===== src/rtl/alu_arbiter.sv =====
// alu_arbiter: shares one ALU between two requesters (A = control unit,
// B = address/branch unit). Round-robin arbitration in IDLE, operands
// latched at acceptance and held on the ALU for a fixed EXEC window
// (SLOW_LAT cycles for mul/div/rem, one cycle otherwise). Result and
// flags are registered and returned on one response channel tagged with
// the requester id. Divide/remainder by zero and opcode 4'b1111 never
// reach EXEC; they answer immediately with rsp_err=1.
//
// Ports:
//   clk, reset                      clock, synchronous active-high reset
//   a_* / b_*                       request ports (valid/ready, operands, op, shamt)
//   alu_data1/2, alu_aluOp/shamt    operands driven to the ALU
//   alu_result/zero/negative        ALU outputs
//   rsp_valid/ready/id/aluOut/zero/negative/err   response channel
//
// state | meaning
// ------+--------------------------------------------
// IDLE  | no request in flight, readies may assert
// EXEC  | operands held on the ALU, down-counter runs
// RESP  | response held until rsp_ready

module alu_arbiter #(
  parameter int WIDTH    = 32,
  parameter int SLOW_LAT = 4
) (
  input  logic             clk,
  input  logic             reset,
  input  logic             a_valid,
  output logic             a_ready,
  input  logic [WIDTH-1:0] a_data1,
  input  logic [WIDTH-1:0] a_data2,
  input  logic [3:0]       a_aluOp,
  input  logic [4:0]       a_shamt,
  input  logic             b_valid,
  output logic             b_ready,
  input  logic [WIDTH-1:0] b_data1,
  input  logic [WIDTH-1:0] b_data2,
  input  logic [3:0]       b_aluOp,
  input  logic [4:0]       b_shamt,
  output logic [WIDTH-1:0] alu_data1,
  output logic [WIDTH-1:0] alu_data2,
  output logic [3:0]       alu_aluOp,
  output logic [4:0]       alu_shamt,
  input  logic [WIDTH-1:0] alu_result,
  input  logic             alu_zero,
  input  logic             alu_negative,
  output logic             rsp_valid,
  input  logic             rsp_ready,
  output logic             rsp_id,
  output logic [WIDTH-1:0] rsp_aluOut,
  output logic             rsp_zero,
  output logic             rsp_negative,
  output logic             rsp_err
);

  typedef enum logic [1:0] {IDLE, EXEC, RESP} state_t;

  localparam logic [3:0] SLOW_CNT = 4'(SLOW_LAT - 1);

  state_t           state_q, state_d;
  logic             last_grant_q, last_grant_d;   // 0 = A, 1 = B
  logic [3:0]       cnt_q, cnt_d;
  logic             id_q, id_d;
  logic [WIDTH-1:0] op_data1_q, op_data1_d;
  logic [WIDTH-1:0] op_data2_q, op_data2_d;
  logic [3:0]       op_alu_op_q, op_alu_op_d;
  logic [4:0]       op_shamt_q, op_shamt_d;
  logic             rsp_valid_q, rsp_valid_d;
  logic             rsp_id_q, rsp_id_d;
  logic [WIDTH-1:0] rsp_alu_out_q, rsp_alu_out_d;
  logic             rsp_zero_q, rsp_zero_d;
  logic             rsp_negative_q, rsp_negative_d;
  logic             rsp_err_q, rsp_err_d;

  logic             grant_a, grant_b, accept;
  logic [WIDTH-1:0] sel_data1, sel_data2;
  logic [3:0]       sel_op;
  logic [4:0]       sel_shamt;
  logic             sel_slow, sel_err;

  // On a tie the port that did not win last time gets the grant.
  assign grant_a = (state_q == IDLE) && a_valid && (!b_valid || last_grant_q);
  assign grant_b = (state_q == IDLE) && b_valid && (!a_valid || !last_grant_q);
  assign accept  = grant_a || grant_b;

  assign a_ready = grant_a;
  assign b_ready = grant_b;

  assign sel_data1 = grant_b ? b_data1 : a_data1;
  assign sel_data2 = grant_b ? b_data2 : a_data2;
  assign sel_op    = grant_b ? b_aluOp : a_aluOp;
  assign sel_shamt = grant_b ? b_shamt : a_shamt;

  assign sel_slow = (sel_op == 4'b1100) || (sel_op == 4'b1101) || (sel_op == 4'b1110);
  assign sel_err  = (sel_op == 4'b1111) ||
                    (((sel_op == 4'b1101) || (sel_op == 4'b1110)) && (sel_data2 == '0));

  always_comb begin
    state_d        = state_q;
    last_grant_d   = last_grant_q;
    cnt_d          = cnt_q;
    id_d           = id_q;
    op_data1_d     = op_data1_q;
    op_data2_d     = op_data2_q;
    op_alu_op_d    = op_alu_op_q;
    op_shamt_d     = op_shamt_q;
    rsp_valid_d    = rsp_valid_q;
    rsp_id_d       = rsp_id_q;
    rsp_alu_out_d  = rsp_alu_out_q;
    rsp_zero_d     = rsp_zero_q;
    rsp_negative_d = rsp_negative_q;
    rsp_err_d      = rsp_err_q;

    unique case (state_q)
      IDLE: begin
        if (accept) begin
          // Rejected requests still load the operand registers.
          op_data1_d   = sel_data1;
          op_data2_d   = sel_data2;
          op_alu_op_d  = sel_op;
          op_shamt_d   = sel_shamt;
          id_d         = grant_b;
          last_grant_d = grant_b;
          if (sel_err) begin
            state_d        = RESP;
            rsp_valid_d    = 1'b1;
            rsp_id_d       = grant_b;
            rsp_alu_out_d  = '0;
            rsp_zero_d     = 1'b0;
            rsp_negative_d = 1'b0;
            rsp_err_d      = 1'b1;
          end else begin
            state_d = EXEC;
            cnt_d   = sel_slow ? SLOW_CNT : 4'd0;
          end
        end
      end
      EXEC: begin
        if (cnt_q == 4'd0) begin
          state_d        = RESP;
          rsp_valid_d    = 1'b1;
          rsp_id_d       = id_q;
          rsp_alu_out_d  = alu_result;
          rsp_zero_d     = alu_zero;
          rsp_negative_d = alu_negative;
          rsp_err_d      = 1'b0;
        end else begin
          cnt_d = cnt_q - 4'd1;
        end
      end
      RESP: begin
        if (rsp_ready) begin
          state_d     = IDLE;
          rsp_valid_d = 1'b0;
        end
      end
      default: state_d = IDLE;
    endcase
  end

  always_ff @(posedge clk) begin
    if (reset) begin
      state_q        <= IDLE;
      last_grant_q   <= 1'b1;
      cnt_q          <= '0;
      id_q           <= 1'b0;
      op_data1_q     <= '0;
      op_data2_q     <= '0;
      op_alu_op_q    <= '0;
      op_shamt_q     <= '0;
      rsp_valid_q    <= 1'b0;
      rsp_id_q       <= 1'b0;
      rsp_alu_out_q  <= '0;
      rsp_zero_q     <= 1'b0;
      rsp_negative_q <= 1'b0;
      rsp_err_q      <= 1'b0;
    end else begin
      state_q        <= state_d;
      last_grant_q   <= last_grant_d;
      cnt_q          <= cnt_d;
      id_q           <= id_d;
      op_data1_q     <= op_data1_d;
      op_data2_q     <= op_data2_d;
      op_alu_op_q    <= op_alu_op_d;
      op_shamt_q     <= op_shamt_d;
      rsp_valid_q    <= rsp_valid_d;
      rsp_id_q       <= rsp_id_d;
      rsp_alu_out_q  <= rsp_alu_out_d;
      rsp_zero_q     <= rsp_zero_d;
      rsp_negative_q <= rsp_negative_d;
      rsp_err_q      <= rsp_err_d;
    end
  end

  assign alu_data1    = op_data1_q;
  assign alu_data2    = op_data2_q;
  assign alu_aluOp    = op_alu_op_q;
  assign alu_shamt    = op_shamt_q;
  assign rsp_valid    = rsp_valid_q;
  assign rsp_id       = rsp_id_q;
  assign rsp_aluOut   = rsp_alu_out_q;
  assign rsp_zero     = rsp_zero_q;
  assign rsp_negative = rsp_negative_q;
  assign rsp_err      = rsp_err_q;

endmodule


===== config.mk =====
export PLATFORM = sky130hd
export DESIGN_NAME = alu_arbiter
export DESIGN_NICKNAME = d
export VERILOG_FILES = /design/src/rtl/alu_arbiter.sv
export SDC_FILE = /design/constraint.sdc
export NUM_CORES = 1
export LEC_CHECK = 0
export CAP_MARGIN = 20
export CELL_PAD_IN_SITES_DETAIL_PLACEMENT = 1
export CELL_PAD_IN_SITES_GLOBAL_PLACEMENT = 2
export CORE_UTILIZATION = 18
export CTS_CLUSTER_DIAMETER = 60
export DETAILED_ROUTE_END_ITERATION = 10
export PLACE_DENSITY_LB_ADDON = 0.1
export RECOVER_POWER = 100
export SLEW_MARGIN = 20
export SYNTH_ARGS = -nofsm -noshare
export SYNTH_HDL_FRONTEND = slang
export SYNTH_SLANG_ARGS = --single-unit

===== constraint.sdc =====
create_clock -name clk -period 2.1 [get_ports clk]
set_clock_uncertainty 0.15 [all_clocks]
set_input_delay 0.42 -clock clk [delete_from_list [all_inputs] [get_ports clk]]
set_output_delay 0.42 -clock clk [all_outputs]
set_load 0.005 [all_outputs]

; ---- Yosys cells after proc, flatten, opt, wreduce, memory -nomap -nowiden
; Index checks and enable logic that the tools add are counted.
[classes]
n_mux = 35
reduce_logical = 25
add_sub_neg = 1
n_eq_ne = 12
[ops]
columns = cell, n
row1 = $mux 32, 5
row2 = $pmux 32 s2, 1
row3 = $logic_not 32->1, 1
row4 = $eq 4x4->1 const B, 4
row5 = $mux 4, 4
row6 = $mux 1, 12
row7 = $ne 2x2->1 const B, 6
row8 = $mux 2, 5
row9 = $pmux 1 s2, 4
row10 = $pmux 4 s2, 1
row11 = $reduce_and 4->1, 2
row12 = $logic_or 1x1->1, 7
row13 = $pmux 2 s3, 1
row14 = $logic_and 1x1->1, 5
row15 = $mux 5, 1
row16 = $reduce_and 5->1, 1
row17 = $logic_not 4->1, 1
row18 = $sub 4x1->4 const B, 1
row19 = $logic_not 1->1, 3
row20 = $pmux 1 s3, 1
row21 = $reduce_and 3->1, 1
row22 = $reduce_bool 3->1, 1
row23 = $eq 2x1->1 const B, 1
row24 = $eq 2x2->1 const B, 1
row25 = other kinds (3), 3
[totals]
word_cells = 87
output_inout_bits = 112
input_bits = 185
reg_bits = 118

; ---- Logic depth before layout (Yosys ltp)
[depth]
depth_word = 11
mapped_depth = 10
depth_no_buf = 7

; ---- Least setup slack after synthesis
; OpenSTA, ideal clock, no wires.
[synth_timing]
path_kind = input port to flip-flop
from = input port a_data2[2]
to = register rsp_alu_out_q[10] (netlist: rsp_aluOut[10])
stages = 8
t_required_ns = 1.833
setup_ns = 0.117
n_path_buf = 2
arrival_ns = 1.958
path_slack_ns = -0.125
cell_sequence = nor4_1 -> nand4_1 -> o32ai_2 -> a32oi_2 -> and2_1 -> buf_6 -> buf_6 -> a22o_1
[synth_via]
elab_chain_len = 6
[synth_lines]
columns = element, line_no
row1 = "start, declared", 31  ; input logic [WIDTH-1:0] a_data2,
row2 = $mux 32, 90  ; assign sel_data2 = grant_b ? b_data2 : a_data2;
row3 = $logic_not 32->1, 96  ; (((sel_op == 4'b1101) || (sel_op == 4'b1110)) && (sel_data2 == '0));
row4 = $logic_and 1x1->1, 96
row5 = $logic_or 1x1->1, 95  ; assign sel_err = (sel_op == 4'b1111) ||
row6 = $ne 2x2->1 (no source line), --
row7 = $reduce_and 4->1 (no source line), --
row8 = "end signal, assigned", 188  ; rsp_alu_out_q <= rsp_alu_out_d;
row9 = "end, declared", 70  ; logic [WIDTH-1:0] rsp_alu_out_q, rsp_alu_out_d;
; Every way passes these cells.
; A chain may end at the register's enable or synchronous reset.

; ---- Final worst setup path
[layout_timing]
from = input port a_data2[13]
to = register rsp_alu_out_q[17] (netlist: rsp_aluOut[17])
; The elaborated chain is that of the path after synthesis.

==> results.cfg <==
[outcome]
outcome = finished, violations left
failed_checks = setup timing

[worst_hold_path]
hold_path.startpoint = a_data2[13]
min_path_type = input port to flip-flop

[clock_tree]
cts_root_buf = clkbuf_16
numCtsBuffers = 17
hold_buffers = 0
cts_tree = yes
ctsLongestPathBuffers = 2
clk_pin_slew_ps = 60
htree_levels = 4
insertion_delay_ps = 410
clock_sinks = 118

[floorplanning]
die_w_um = 169
ioPinCount = 297
fp-row-count = 60
start_util_pct = 18.5
core_region_area_sq_um = 27100
die_area_sq_um = 28500
die_h_um = 169

[drt]
vias_per_cell = 4.45
drtIter0Drc = 136
vias = 5932
routedWlPerCell_um = 17.9
dr.pass1.iters = 4
ant_nets = 0
drc = 0
drt-total-wl_um = 23900

[placed_design]
portBuffers = 296
place_congestion = 0.768
place_area_sq_um = 8880
place_ws_ps = -929
dpl.hpwl_um = 17700

[worst_setup_path]
reg2reg_slack_ps = -20
cp_num_buf_inv = 2
r2r-start = state_q[0]
arrival_ps = 2280
crit_path_end_kind = flip-flop
cp_slowest_cell = o32ai_4
critPathKind = input port to flip-flop
critPathTopFamily = simple AND/OR/NAND/NOR gates
slowest_delay_ps = 360
crit_chain = buf_6 -> nor4_4 -> nand4_1 -> o32ai_4 -> a32oi_2 -> and2_4 -> buf_16 -> a22o_1
cp.depth = 8
required_ps = 2250
path_max_fanout = 9
cp-start-kind = input port
r2r_end = rsp_aluOut[28]
crit_path_start = a_data2[13]
cp-endpoint = rsp_aluOut[17]
reg2regPathDepth = 9

[layout]
multi_input_area_sq_um = 2620
postLayoutCellArea_sq_um = 9810
final_util_pct = 36.2
fin_nets = 1133
drive_gt1_share_pct = 18.5
area.sequential_sq_um = 2370
fill_cells = 3117
area_growth_pct = 96.0

[global_route]
grt-ovfl-total = 0
grt_max_degree = 54
grt_pass1_vias = 6399
grt_pass1_wl_um = 36400
antenna_found_initial = 3
grt_usage_pct = 16.8

[pwr]
ir_worst_vdd_v = 0.000536
power_density_nw_per_um2 = 1240
p_leak_nw = 4.11

[synth]
ys_seq_area_share_pct = 47.2
netlist_instances = 594
ys_warn_count = 0
synthFlopType = dfxtp_1
synth-edff-count = 0
synthArstFlopShare_pct = 0
synthesis.area_sq_um = 5000
syn_nets = 781
ys_ff_latch = 118
avgSynthCellArea_sq_um = 8.42
synth_cell_types = 43

[sta]
hold_viol = 0
rsz0062_at_grt = true
drv_slew = 0
setup_ws_ps = -29.9
tightest_slew_ps = 638
max_freq_ghz = 0.470
max_slew_margin_pct = 57.4
fin_crit_sh_pct = 101
period_minus_slack_ps = 2130
setup_violations = 33

[run]
drv_cap = 0
==> metal layers <==
layer / GRT usage, % / wire, um / up-vias
met5: 0 / 13 / -
li1: - / - / 2863
met2: 30.1 / 11900 / 205
met1: 17.8 / 9480 / 2842
met3: 7.11 / 2150 / 20
met4: 4.74 / 373 / 2
==> flip-flops by register name (all words and copies together), names as in the netlist, 2 cells and up <==
register    flops
alu_data1      32
alu_data2      32
rsp_aluOut     32
alu_shamt       5
alu_aluOp       4
cnt_q           4
state_q         2
==> worst reg2reg max path, stage by stage, from the launching register on <==
cell and delay, ps:
dfxtp_2 340, nor3b_4 230, nand2_2 100, buf_6 120, buf_6 110, mux2i_4 190, a32oi_2 200, and2_4 320
buf_16 170, a22o_1 140
==> synthesized netlist by cell type (all sizes together) (2+ instances only) <==
library cell,n,area share [%]
nand2b,2,0.25
and4,2,0.35
o21ai,2,0.20
o21a,3,0.45
o211ai,2,0.30
nand2,154,12
nor3,3,0.30
o31ai,2,0.30
nor2,79,5.9
o2111ai,2,0.35
dfxtp,118,47
nor4,17,2.1
inv,9,0.68
nand3,4,0.40
ha,2,0.50
mux2i,2,0.48
or3,2,0.25
a21oi,8,0.88
a22o,34,6.0
clkbuf,37,2.8
nand4,3,0.38
buf,14,1.9
a211oi,7,1.1
a311oi,73,13
==> power by group <==
part | leakage [nW] | switching (mW) | internal, mW
clock network | 0.297 | 1.18 | 2.00
logic | 2.84 | 2.73 | 2.80
registers | 0.974 | 0.393 | 3.02
==> per-stage QoR <==
stage / hold slack [ps] / power (mW) / setup TNS (ps) / std cells
detailed placement: 315 / 9.01 / -62320 / 1287
global placement: 314 / 8.84 / -61280 / 1287
floorplan: 297 / 5.87 / -3010 / 594
finish: 121 / 12.1 / -496 / 1333
global route: 101 / 13.0 / -6980 / 1332
CTS: 104 / 12.7 / -1630 / 1331
==> final cells by class <==
type	count	share of cell area [%]
Tap cell	372	4.75
Multi-Input combinational cell	416	26.7
Inverter	9	0.370
Clock buffer	18	4.38
Timing Repair Buffer	384	37.6
Antenna cell	2	0.0510
Sequential cell	118	24.1
Clock inverter	14	2.04
==> cells by family after synthesis <==
family	share of synthesized area, %
and+or+nand+nor	22.3
adders and majority gates	0.500
AOI/OAI and AO/OA	24.2
buffers and inverters	5.30
muxes	0.475
DFF	47.2
==> what timing repair did <==
| item | 4_1_cts | 5_1_grt |
|---|---|---|
| setup endpoints to repair | 54 | 44 |
| pin swaps | 27 | 6 |
| resized for setup | 158 | 15 |
| buffers inserted | 9 | 2 |
| gates cloned | 4 | 0 |
==> worst min path at each step <==
stage	to	slack, ps	cells past startpoint
global route	alu_data2[13]	100	3
finish	alu_data2[13]	120	3
global placement	rsp_aluOut[0]	310	1
CTS	alu_data2[13]	100	3
detailed placement	rsp_err	320	2
floorplan	rsp_err	300	2
==> cells in the final DEF, fill, tap and decap left out, drive strengths merged, types with 3 or more instances in the layout <==
cell,instances
a211oi,7
a21oi,8
a22o,34
a311oi,73
buf,97
bufinv,4
clkbuf,24
clkdlybuf4s15,11
clkdlybuf4s50,125
clkinv,5
clkinvlp,3
dfxtp,118
dlygate4sd2,34
dlygate4sd3,110
inv,11
nand2,154
nand3,4
nand4,3
nor2,79
nor3,3
nor4,17
o21a,3
Note: power is estimated with default switching activity, not from simulation.
